**config.mk**
```make
export PLATFORM = sky130hd
export DESIGN_NAME = acc_iq_avg_core
export DESIGN_NICKNAME = d
export VERILOG_FILES = /design/src/rtl/acc_iq_avg_pkg.sv /design/src/rtl/acc_iq_avg_lane.sv /design/src/rtl/acc_iq_avg_core.sv
export SDC_FILE = /design/constraint.sdc
export NUM_CORES = 1
export LEC_CHECK = 0
export ABC_CLOCK_PERIOD_IN_PS = 3750
export BUFFER_PORTS_ARGS = -buffer_cell sky130_fd_sc_hd__buf_2
export CORE_MARGIN = 4
export CORE_UTILIZATION = 34
export DETAILED_ROUTE_END_ITERATION = 8
export GPL_TIMING_DRIVEN = 0
export PLACE_DENSITY = 0.62
export SYNTH_ARGS = -nofsm -noshare
export SYNTH_HDL_FRONTEND = slang
export SYNTH_HIERARCHICAL = 1
export SYNTH_SLANG_ARGS = --single-unit
```
**constraint.sdc**
```tcl
create_clock -name user_clk -period 3.75 [get_ports user_clk]
set_clock_uncertainty 0.05 [all_clocks]
set_input_delay 0.75 -clock user_clk [delete_from_list [all_inputs] [get_ports user_clk]]
set_output_delay 0.75 -clock user_clk [all_outputs]
set_load 0.01 [all_outputs]
```
**src/rtl/acc_iq_avg_pkg.sv**
```systemverilog
// rtl/acc_iq_avg_pkg.sv - shared types and constants for the I/Q averager.
// Optional feature macro: ACC_IQ_AVG_ROUND_EN (round half-up with saturation).
package acc_iq_avg_pkg;

  typedef enum logic [1:0] {
    IDLE = 2'd0,
    ACC  = 2'd1,
    HOLD = 2'd2
  } state_t;

  localparam int STAT_BUSY = 31;
  localparam int STAT_PEND = 30;
  localparam int STAT_OVR  = 29;
  localparam int STAT_CONT = 28;

  // Sum of 2^log2_navg samples of data_w bits always fits in data_w+log2_navg bits.
  function automatic int acc_width(input int data_w, input int log2_navg);
    return data_w + log2_navg;
  endfunction

endpackage

```
**src/rtl/acc_iq_avg_lane.sv**
```systemverilog
// rtl/acc_iq_avg_lane.sv - one signed accumulator with shift (and optional round/saturate).
// Optional feature macro: ACC_IQ_AVG_ROUND_EN.
module acc_iq_avg_lane
  import acc_iq_avg_pkg::*;
#(
  parameter int DATA_W    = 16,
  parameter int LOG2_NAVG = 10
) (
  input  logic                     clk,
  input  logic                     rst_n,
  input  logic                     i_clr,
  input  logic                     i_add,
  input  logic                     i_last,
  input  logic signed [DATA_W-1:0] i_sample,
  output logic signed [DATA_W-1:0] o_avg
);

  localparam int ACC_W = acc_width(DATA_W, LOG2_NAVG);

  logic signed [ACC_W-1:0]  r_acc;
  logic signed [DATA_W-1:0] r_avg;
  logic signed [ACC_W-1:0]  w_ext;
  logic signed [ACC_W-1:0]  w_sum;
  logic signed [DATA_W-1:0] w_res;

  assign w_ext = {{LOG2_NAVG{i_sample[DATA_W-1]}}, i_sample};
  assign w_sum = r_acc + w_ext;

`ifdef ACC_IQ_AVG_ROUND_EN
  localparam int RW = ACC_W + 1;
  localparam logic [RW-1:0] C_HALF = RW'(1) << (LOG2_NAVG - 1);
  localparam logic [RW-1:0] C_MAX  = {{(RW - DATA_W + 1){1'b0}}, {(DATA_W - 1){1'b1}}};

  logic signed [RW-1:0] w_rnd;
  logic signed [RW-1:0] w_shift;

  // One extra bit keeps the rounding add exact; only the positive side can exceed range.
  assign w_rnd   = $signed({w_sum[ACC_W-1], w_sum}) + $signed(C_HALF);
  assign w_shift = w_rnd >>> LOG2_NAVG;
  assign w_res   = (w_shift > $signed(C_MAX)) ? C_MAX[DATA_W-1:0] : w_shift[DATA_W-1:0];
`else
  assign w_res = DATA_W'(w_sum >>> LOG2_NAVG);
`endif

  always_ff @(posedge clk or negedge rst_n) begin
    if (!rst_n) begin
      r_acc <= '0;
      r_avg <= '0;
    end else begin
      if (i_last) begin
        r_acc <= '0;
        r_avg <= w_res;
      end else if (i_clr) begin
        r_acc <= i_add ? w_ext : '0;
      end else if (i_add) begin
        r_acc <= w_sum;
      end
    end
  end

  assign o_avg = r_avg;

endmodule

```
**src/rtl/acc_iq_avg_core.sv**
```systemverilog
// rtl/acc_iq_avg_core.sv - I/Q frame averager with valid/ready result and ss_status word.
// Optional feature macro: ACC_IQ_AVG_ROUND_EN (passed through to the lanes).
module acc_iq_avg_core
  import acc_iq_avg_pkg::*;
#(
  parameter int DATA_W    = 16,
  parameter int LOG2_NAVG = 10,
  parameter int CNT_W     = 16
) (
  input  logic                     user_clk,
  input  logic                     user_rst_n,
  input  logic                     start,
  input  logic                     cont,
  input  logic                     in_valid,
  input  logic signed [DATA_W-1:0] in_i,
  input  logic signed [DATA_W-1:0] in_q,
  output logic                     avg_valid,
  input  logic                     avg_ready,
  output logic signed [DATA_W-1:0] avg_i,
  output logic signed [DATA_W-1:0] avg_q,
  output logic [31:0]              status
);

  localparam logic [LOG2_NAVG-1:0] C_LAST = '1;

  state_t               r_state;
  state_t               w_state_nxt;
  logic [LOG2_NAVG-1:0] r_cnt;
  logic [CNT_W-1:0]     r_res_cnt;
  logic                 r_ovr;
  logic [31:0]          r_status;
  logic [31:0]          w_status;

  logic w_add;
  logic w_last;
  logic w_hs;
  logic w_drop;
  logic w_clr;

  always_ff @(posedge user_clk or negedge user_rst_n) begin
    if (!user_rst_n) r_state <= IDLE;
    else             r_state <= w_state_nxt;
  end

  always_comb begin
    w_state_nxt = r_state;
    case (r_state)
      IDLE:    if (start) w_state_nxt = ACC;
      ACC: begin
        if (start)       w_state_nxt = ACC;
        else if (w_last) w_state_nxt = HOLD;
      end
      HOLD: begin
        if (start)     w_state_nxt = ACC;
        else if (w_hs) w_state_nxt = cont ? ACC : IDLE;
      end
      default: w_state_nxt = IDLE;
    endcase
  end

  // start always wins: it suppresses sample acceptance, the last-sample capture and the handshake.
  always_comb begin
    w_add  = 1'b0;
    w_last = 1'b0;
    w_hs   = 1'b0;
    w_drop = 1'b0;
    case (r_state)
      ACC: begin
        if (!start && in_valid) begin
          w_add  = 1'b1;
          w_last = (r_cnt == C_LAST);
        end
      end
      HOLD: begin
        if (!start) begin
          w_hs = avg_ready;
          if (in_valid) begin
            if (avg_ready && cont) w_add  = 1'b1;
            else                   w_drop = 1'b1;
          end
        end
      end
      default: ;
    endcase
    w_clr = start | w_hs;
  end

  always_ff @(posedge user_clk or negedge user_rst_n) begin
    if (!user_rst_n) begin
      r_cnt     <= '0;
      r_res_cnt <= '0;
      r_ovr     <= 1'b0;
    end else begin
      if (w_clr)      r_cnt <= w_add ? LOG2_NAVG'(1) : '0;
      else if (w_add) r_cnt <= r_cnt + LOG2_NAVG'(1);

      if (w_hs) r_res_cnt <= r_res_cnt + CNT_W'(1);

      if (start)       r_ovr <= 1'b0;
      else if (w_drop) r_ovr <= 1'b1;
    end
  end

  always_comb begin
    w_status             = '0;
    w_status[STAT_BUSY]  = (r_state != IDLE);
    w_status[STAT_PEND]  = (r_state == HOLD);
    w_status[STAT_OVR]   = r_ovr;
    w_status[STAT_CONT]  = cont;
    w_status[CNT_W-1:0]  = r_res_cnt;
  end

  always_ff @(posedge user_clk or negedge user_rst_n) begin
    if (!user_rst_n) r_status <= '0;
    else             r_status <= w_status;
  end

  acc_iq_avg_lane #(
    .DATA_W   (DATA_W),
    .LOG2_NAVG(LOG2_NAVG)
  ) u_lane_i (
    .clk     (user_clk),
    .rst_n   (user_rst_n),
    .i_clr   (w_clr),
    .i_add   (w_add),
    .i_last  (w_last),
    .i_sample(in_i),
    .o_avg   (avg_i)
  );

  acc_iq_avg_lane #(
    .DATA_W   (DATA_W),
    .LOG2_NAVG(LOG2_NAVG)
  ) u_lane_q (
    .clk     (user_clk),
    .rst_n   (user_rst_n),
    .i_clr   (w_clr),
    .i_add   (w_add),
    .i_last  (w_last),
    .i_sample(in_q),
    .o_avg   (avg_q)
  );

  assign avg_valid = (r_state == HOLD);
  assign status    = r_status;

endmodule
```
Word-level counts from Yosys, hierarchy flattened
Cells that the tools add are included.
- equality and inequality tests: 6
- mux-type cells: 33
- $add $sub $neg: 4
- bitwise gates (word level): 1
- reduce and logical (&&, ||, !) cells: 9
- operators with widths (cell ; number):
    2-to-1 mux 26 bit ; 8
    adder 26 x 16 -> 26 bit ; 2
    2-to-1 mux 10 bit ; 2
    adder 16 x 1 -> 16 bit, second input constant ; 1
    2-to-1 mux 1 bit ; 16
    adder 10 x 1 -> 10 bit, second input constant ; 1
    equality test 10 bit, second input constant ; 1
    2-to-1 mux 2 bit ; 5
    != test 3 x 2 -> 1 bit, second input constant ; 2
    case mux 2 bit (3 select lines) ; 1
    nonzero test 2 bit ; 3
    AND reduction 3 bit ; 1
    nonzero test 3 bit ; 1
    equality test 2 x 1 -> 1 bit, second input constant ; 1
    equality test 2 bit, second input constant ; 1
    logical AND 1 bit ; 2
    zero test 2 bit ; 1
    != test 2 bit, second input constant ; 1
    case mux 1 bit (2 select lines) ; 1
    zero test 1 bit ; 1
    bitwise OR 1 bit ; 1
- input port bits: 38
- logic and storage cells: 62
- output and inout bits: 65
- flip-flop bits (word level): 133

Depth between registers and ports, before layout
Gate-level depths: netlist of the first run.
- depth in word-level cells: 8
- depth in mapped cells: 12
- depth with buffers taken out: 10

By module
Netlist of the first run, hierarchy kept.
- by module, submodules not included (module ; area an instance (um^2) ; cells an instance ; times used ; sequential area each (um^2)):
    acc_iq_avg_lane at u_lane_q ; 3348.2 ; 401 ; 1 ; 1051.0
    acc_iq_avg_lane at u_lane_i ; 3139.3 ; 357 ; 1 ; 1051.0
    acc_iq_avg_core ; 2162.1 ; 180 ; 1 ; 1226.2

Worst setup path before layout of the first run
OpenSTA, ideal clock, no wires.
- kind: input port to flip-flop
- start point: input port in_i[0]
- end point: register u_lane_i.r_avg[14], in the netlist u_lane_i/o_avg[14]
- buffers on the path: 0
- data required time: 3575 ps
- setup time: 125 ps
- stages: 10
- setup slack: 380 ps
- arrival time: 3195 ps
- path through: ha_1 -> fa_1 -> a21o_2 -> a311o_1 -> a311oi_2 -> o21ai_2 -> a311oi_2 -> o21ai_1 -> xor2_1 -> mux2_4
- longest elaborated chain between the ends: 1
- RTL lines (element ; line ; source):
    from (decl) ; acc_iq_avg_core.sv:15 ; input logic signed [DATA_W-1:0] in_i,
    adder 26 x 16 -> 26 bit ; acc_iq_avg_lane.sv:27 ; assign w_sum = r_acc + w_ext;
    to (signal assigned) ; acc_iq_avg_lane.sv:52 ; r_avg <= w_res;
    to (decl) ; acc_iq_avg_lane.sv:21 ; logic signed [DATA_W-1:0] r_avg;
Every way passes these cells.
A chain may end at the register's enable or synchronous reset.

Worst setup path after layout of the first run
Same ends and word-level chain as after synthesis.

==> results of run 1 <==
-- timing repair --
| item | in CTS | in global routing |
|---|---|---|
| resized for setup | 0 | 2 |
| hold buffers | 0 | 0 |
| setup buffers | 0 | 0 |
| setup endpoints to repair | 0 | 22 |
-- worst reg2reg max path, cell delays in order (launching register included) --
cell and delay [ps]:
dfrtp_1 400, inv_1 120, ha_1 270, nand2b_1 160, nor4_4 630, clkbuf_1 440
clkbuf_1 550, clkbuf_1 460, nor2_1 120
-- registers in the layout, summed over array words and instances, names as in the netlist --
signal	cells
r_res_cnt	16
u_lane_i/o_avg	16
r_state	2
status	20
u_lane_q/o_avg	16
r_cnt	10
r_ovr	1
u_lane_i/r_acc	26
u_lane_q/r_acc	26
-- power by group --
| group | switching, uW | internal [uW] | leakage (uW) |
|---|---|---|---|
| Combinational | 1050 | 665 | 0.00270 |
| Clock | 712 | 1000 | 0.000280 |
| Sequential | 90.0 | 1570 | 0.00181 |
| Total | 1850 | 3230 | 0.00479 |
-- per-layer routing --
layer | vias to the layer above | part of all wire, % | GRT usage, %
met5 | - | 0.056 | 0
met4 | 2 | 1.9 | 5.01
met3 | 28 | 5.0 | 3.49
met2 | 175 | 45 | 26.0
met1 | 3636 | 48 | 23.5
li1 | 3675 | - | -
-- cells by family after synthesis --
family	count (synthesis)	synth area share, %
flops	133	38.5
other cells	1	0.0434
simple gates	294	17.2
buf+inv	82	4.37
mux	26	3.38
compound gates	280	21.5
fa+ha+maj	58	8.56
xor+xnor	64	6.48
-- placed cells by master (no fill, tap or decap), types with 4 or more instances in the layout --
| cell | count |
|---|---|
| and4_1 | 6 |
| buf_4 | 12 |
| ha_1 | 56 |
| buf_6 | 4 |
| nor2b_1 | 4 |
| nor4_1 | 8 |
| buf_2 | 91 |
| clkinvlp_4 | 4 |
| nand3_1 | 33 |
| nand2_1 | 97 |
| xor2_1 | 20 |
| o22ai_1 | 4 |
| a211oi_1 | 13 |
| clkbuf_16 | 17 |
| a22oi_1 | 24 |
| xnor2_1 | 44 |
| conb_1 | 12 |
| nor2_1 | 67 |
| or3_1 | 4 |
| inv_1 | 24 |
| a21oi_1 | 82 |
| o211ai_1 | 6 |
| mux2_2 | 21 |
| nand4_1 | 15 |
| a311oi_1 | 5 |
| a21o_1 | 9 |
| and3_1 | 8 |
| o31ai_1 | 8 |
| clkbuf_1 | 37 |
| o21bai_1 | 10 |
| nor3b_1 | 6 |
| dfrtp_1 | 133 |
| nor4b_1 | 4 |
| o21a_1 | 5 |
| nor3_1 | 14 |
| a31oi_1 | 15 |
| o21ai_0 | 52 |
| a21o_2 | 4 |
-- area by class of cell --
| type | instances | area share [%] |
|---|---|---|
| multi-input cells | 734 | 49.0 |
| repair buffers | 91 | 4.75 |
| inverters | 25 | 0.920 |
| clock buffers | 18 | 4.21 |
| plain buffers | 56 | 2.75 |
| well taps | 330 | 4.05 |
| flip-flops and latches | 133 | 32.6 |
| clock inverters | 14 | 1.64 |
-- metrics by stage --
step                      instances  power, uW  instance area [sq um]  setup TNS [ps]
after global routing           1401       5430                  10200               0
after detailed placement       1370       3370                   9590           -4.13
after CTS                      1402       5120                  10200               0
after floorplan                 949       2940                   8690               0
final                          1401       5080                  10200               0
after global placement         1369       3330                   9550          -26560
-- final timing paths --
path | start | to | depth (start not counted)
max | in_i[0] | u_lane_i/o_avg[14]$_DFFE_PN0P_ | 11
min | user_rst_n | u_lane_i/r_acc[23]$_DFFE_PN0P_ | 1
max reg2reg | r_state[1]$_DFFE_PN0P_ | u_lane_q/r_acc[3]$_DFFE_PN0P_ | 8
min reg2reg | r_ovr$_DFFE_PN0P_ | status[29]$_DFF_PN0_ | 0
max in group asynchronous | user_rst_n | u_lane_q/r_acc[10]$_DFFE_PN0P_ | 2
min in group user_clk | r_ovr$_DFFE_PN0P_ | status[29]$_DFF_PN0_ | 0
==> results_dict.tcl, run 1 <==
set metrics [dict create \
    outcome "finished clean" \
    power.density_nw_per_um2 498 \
    firstDrtPassIters 5 \
    dieArea_sq_um 28100 \
    viasPerCell 5.36 \
    htree_num_levels 4 \
    clkTransAtPathRegs_ps 70 \
    rsz0062_at_grt "false" \
    cp_num_buf_inv 1 \
    grt_pass1_vias 7448 \
    cp_max_fo 3 \
    syn-instance-count 938 \
    die_y_um 168 \
    placementRows 58 \
    yosysMostFrequentCell "dfrtp_1" \
    synthToLayoutAreaGrowth_pct 17.9 \
    ant_nets 0 \
    synthTopCellsByArea "dfrtp_1 (38%), ha_1 (8.1%), a21oi_1 (4.7%)" \
    hold_ws_ps 264 \
    worstPathArrival_ps 3600 \
    crit_path_start_kind "primary input" \
    gr-total-overflow 0 \
    p_leak_uw 0.00479 \
    required_ps 4010 \
    yosys.area.top_type "dfrtp_1" \
    ir_worst_vdd_mv 0.209 \
    io_buffers 90 \
    setup_viol 0 \
    antenna_found_initial 1 \
    cts_sinks 133 \
    drt_wl_total_mm 23.3 \
    multi_input_area_sq_um 5000 \
    synth_area_per_cell_sq_um 9.22 \
    max_stage_delay_ps 410 \
    dr_total_vias 7516 \
    maxCapViolations 0 \
    core_sq_um 25100 \
    die-width_um 168 \
    fin_crit_ps 3340 \
    fillers 2562 \
    fmax_mhz 299 \
    worst_pin_slew_ps 928 \
    relSlewSlack_pct 37.9 \
    cp_top_family "compound AO/OA/AOI/OAI gates" \
    diodes 0 \
    end_kind "flop" \
    dp_worst_setup_slack_ps -4.13 \
    critical_path_class "primary input to flop" \
    clk_latency_ps 420 \
    slew_viol_final 0 \
    cp_slowest_cell "fa_1" \
    regArea_sq_um 3330 \
    drive_gt1_share_pct 18.0 \
    cts_tree "yes" \
    fin_ws_ps 409 \
    syn_area_sq_um 8650 \
    nets 1154 \
    drtIter0Drc 580 \
    cpMostUsedCell "a311oi_2" \
    ys_warn_count 6 \
    yosysUniqueCellTypes 87 \
    wl_per_cell_um 16.6 \
    ys_seq_area_share_pct 38.5 \
    root_buffer "clkbuf_16" \
    initial_utilization_pct 34.4 \
    dp_hpwl_mm 17.1 \
    final-hold-violation-count 0 \
    synth_common_cells "dfrtp_1 (133), nand2_1 (97), a21oi_1 (82)" \
    grt_pass1_wl_mm 38.7 \
    hp-class "primary input to asynchronous set/reset pin" \
    rrSetupSlack_ps 420 \
    globalplace.congestion 0.872 \
    io_pins 103 \
    synth_edf_count 0 \
    grt_max_degree 70 \
    ys_ff_latch 133 \
    synth_top_area_share_pct 38.5 \
    final_util_pct 40.6 \
    fin_crit_sh_pct 89.1 \
    drc 0 \
    track_usage_pct 16.7 \
    ys.flop_type "dfrtp_1" \
    path_cells "buf_2 > ha_1 > fa_1 > a21o_2 > a311o_1 > a311oi_2 > o21ai_2 > a311oi_2 > o21ai_1 > xor2_1 > mux2_4" \
    cts_buffers 17 \
    synthArstFlopShare_pct 100 \
    cts_buffer_depth 2 \
]
No activity file was read; power rests on OpenSTA's default activity.
==> inputs of run 2 (changes only) <==
--- a/config.mk
+++ b/config.mk
@@ -5,6 +5,7 @@
 export SDC_FILE = /design/constraint.sdc
 export NUM_CORES = 1
 export LEC_CHECK = 0
+export ABC_AREA = 1
 export ABC_CLOCK_PERIOD_IN_PS = 3750
 export BUFFER_PORTS_ARGS = -buffer_cell sky130_fd_sc_hd__buf_2
 export CORE_MARGIN = 4
==> run 2 against run 1 <==
Against the previous run:
- global-route usage is 0.64 points higher
- die area is 14% higher
- critical endpoint is now u_lane_i/r_acc[19]$_DFFE_PN0P_
- clock-buffer cell count stayed put
- non-clock buffer count is 22 lower
- sequential share of layout area is 3.5 points lower
- synthesized cell count is 60% higher
- hold slack better by 1.8 ps
- critical path type is now flop to flop
- first-iteration DRC count is 7.1% lower
- combinational power is 88% higher
- critical path depth stayed put
- utilization is 0.79 points lower
- via count is 25% higher
==> results_dict.tcl, run 2 <==
set metrics [dict create \
    final-hold-violation-count 0 \
    clk_latency_ps 430 \
    nets 1718 \
    yosys.area.top_type "dfrtp_1" \
    ys_seq_area_share_pct 33.6 \
    initial_utilization_pct 34.5 \
    rsz0062_at_grt "false" \
    synth_common_cells "nand2_1 (637), inv_1 (203), dfrtp_1 (133)" \
    cts_setup_buffers 0 \
    outcome "finished clean" \
    synthAdderAreaFrac_pct 7.49 \
    syn-instance-count 1501 \
    firstDrtPassIters 5 \
    place_area_sq_um 10900 \
    yosys.area_share.simple_pct 40.9 \
    grt_pass1_wl_mm 44.3 \
    grt_pass1_vias 9079 \
    p_leak_uw 0.00672 \
    fin_crit_ps 3150 \
    wl_per_cell_um 13.3 \
    cts_resized 0 \
    rrSetupSlack_ps 600 \
    cts_tree "yes" \
    end_kind "flop" \
    ys.flop_type "dfrtp_1" \
    ff2ff_path_depth 11 \
    io_buffers 90 \
    clkTransAtPathRegs_ps 60 \
    muxShareOfSynthArea_pct 0 \
    crit_path_start_kind "flop" \
    final_common_cell "nand2_1" \
    viasPerCell 4.66 \
    setup_viol 0 \
    ys_warn_count 6 \
    synthToLayoutAreaGrowth_pct 15.5 \
    layout_common_cells "nand2_1 (637), inv_1 (203), dfrtp_1 (133)" \
    power.density_nw_per_um2 583 \
    worst_pin_slew_ps 718 \
    required_ps 4060 \
    fin_crit_sh_pct 84.0 \
    synth_area_per_cell_sq_um 6.59 \
    maxCapViolations 0 \
    cp_max_fo 14 \
    cts_buffers 17 \
    gr-total-overflow 0 \
    slew_viol_final 0 \
    hold_ws_ps 266 \
    synth_top_area_share_pct 33.6 \
    synth_edf_count 0 \
    cts_buffer_depth 2 \
    synth_compound_area_share_pct 5.84 \
    ir_worst_vdd_mv 0.300 \
    dr_total_vias 9407 \
    synth_xor_xnor_area_share_pct 1.77 \
    fillers 3064 \
    drc 0 \
    dp_hpwl_mm 21.0 \
    ys_ff_latch 133 \
    antenna_found_initial 0 \
    synthTopCellsByArea "dfrtp_1 (34%), nand2_1 (24%), inv_1 (7.7%)" \
    synthArstFlopShare_pct 100 \
    critical_path_class "flop to flop" \
    drt_wl_total_mm 26.9 \
    hp-class "primary input to asynchronous set/reset pin" \
    globalplace.congestion 0.948 \
    io_pins 103 \
    core_sq_um 28700 \
    htree_num_levels 4 \
    yosysUniqueCellTypes 43 \
    root_buffer "clkbuf_16" \
    die-width_um 179 \
    track_usage_pct 17.3 \
    hold_buffers 0 \
    fmax_mhz 317 \
    placementRows 62 \
    syn_area_sq_um 9890 \
    drive_gt1_share_pct 13.7 \
    ant_nets 0 \
    grt_max_degree 72 \
    worstPathArrival_ps 3460 \
    final_area_sq_um 11400 \
    dieArea_sq_um 31900 \
    yosysMostFrequentCell "nand2_1" \
    synth_top_family_by_area "simple AND/OR/NAND/NOR gates" \
    diodes 0 \
    die_y_um 179 \
    drtIter0Drc 539 \
    cts_sinks 133 \
    relSlewSlack_pct 52.1 \
]
## run 2: cell types whose count changed after synthesis, sizes merged, moves of 23 or more
| cell | before | now |
|---|---|---|
| a21oi | 82 | 38 |
| nor2 | 68 | 116 |
| nand3 | 33 | 119 |
| xnor2 | 44 | 8 |
| inv | 24 | 212 |
| nand2 | 97 | 657 |
| mux2 | 23 | 0 |
| clkbuf | 37 | 6 |
## run 2: path summary, 6_finish.rpt
check,endpoint,startpoint
min,u_lane_i/r_acc[7]$_DFFE_PN0P_,user_rst_n
max reg2reg,u_lane_i/r_acc[19]$_DFFE_PN0P_,r_state[0]$_DFFE_PN0P_
max,u_lane_i/r_acc[19]$_DFFE_PN0P_,r_state[0]$_DFFE_PN0P_
min reg2reg,status[29]$_DFF_PN0_,r_ovr$_DFFE_PN0P_
max in group asynchronous,u_lane_q/r_acc[11]$_DFFE_PN0P_,user_rst_n
min in group user_clk,status[29]$_DFF_PN0_,r_ovr$_DFFE_PN0P_
## run 2: metal layers
metal	up-vias	part of all wire, %	GRT usage (%)
li1	4903	-	-
met1	4266	46	22.6
met2	208	47	29.2
met3	30	4.9	3.29
met4	0	1.6	5.05
met5	-	0	0
## run 2: per-stage QoR
step                instances  setup slack [ps]  power, uW  util [%]  TNS (ps)
floorplan                1512              1380       4370         -         0
global placement         1986              -125       5070      37.9    -14070
detailed placement       1987               448       5110      38.0         0
CTS                      2019               624       6710      39.8         0
global route             2019               303       7310      39.8         0
finish                   2019               600       6660      39.8         0
## run 2: report_power, final
part	leakage (uW)	switching, uW	internal [uW]
sequential	0.00180	192	1720
clock	0.000259	687	850
combinational	0.00467	2100	1110
total	0.00672	2980	3680
## run 2: cell families after synthesis
group	after synthesis
AO/OA/AOI/OAI	99
XOR/XNOR	20
adder cells (fa/ha/maj)	58
buffers and inverters	249
flip-flops	133
other	1
AND/OR/NAND/NOR	941
## run 2: final cells by class
class / count / area (sq um) / share of cell area, %
timing repair buffer: 91 / 484 / 4.24
buffer: 34 / 211 / 1.85
clock inverter: 14 / 103 / 0.898
sequential: 133 / 3330 / 29.1
multi-input combinational: 1130 / 5590 / 48.9
clock buffer: 18 / 429 / 3.75
tap: 384 / 480 / 4.20
inverter: 215 / 807 / 7.06
## run 2: worst max-delay path: stages (launching register included)
cell	delay, ps
dfrtp_1	400
inv_1	80
ha_1	280
nand3_2	130
inv_2	80
nor2_2	140
buf_4	200
inv_1	320
nor3_2	610
clkbuf_1	560
nand2_1	110
nand2_1	100
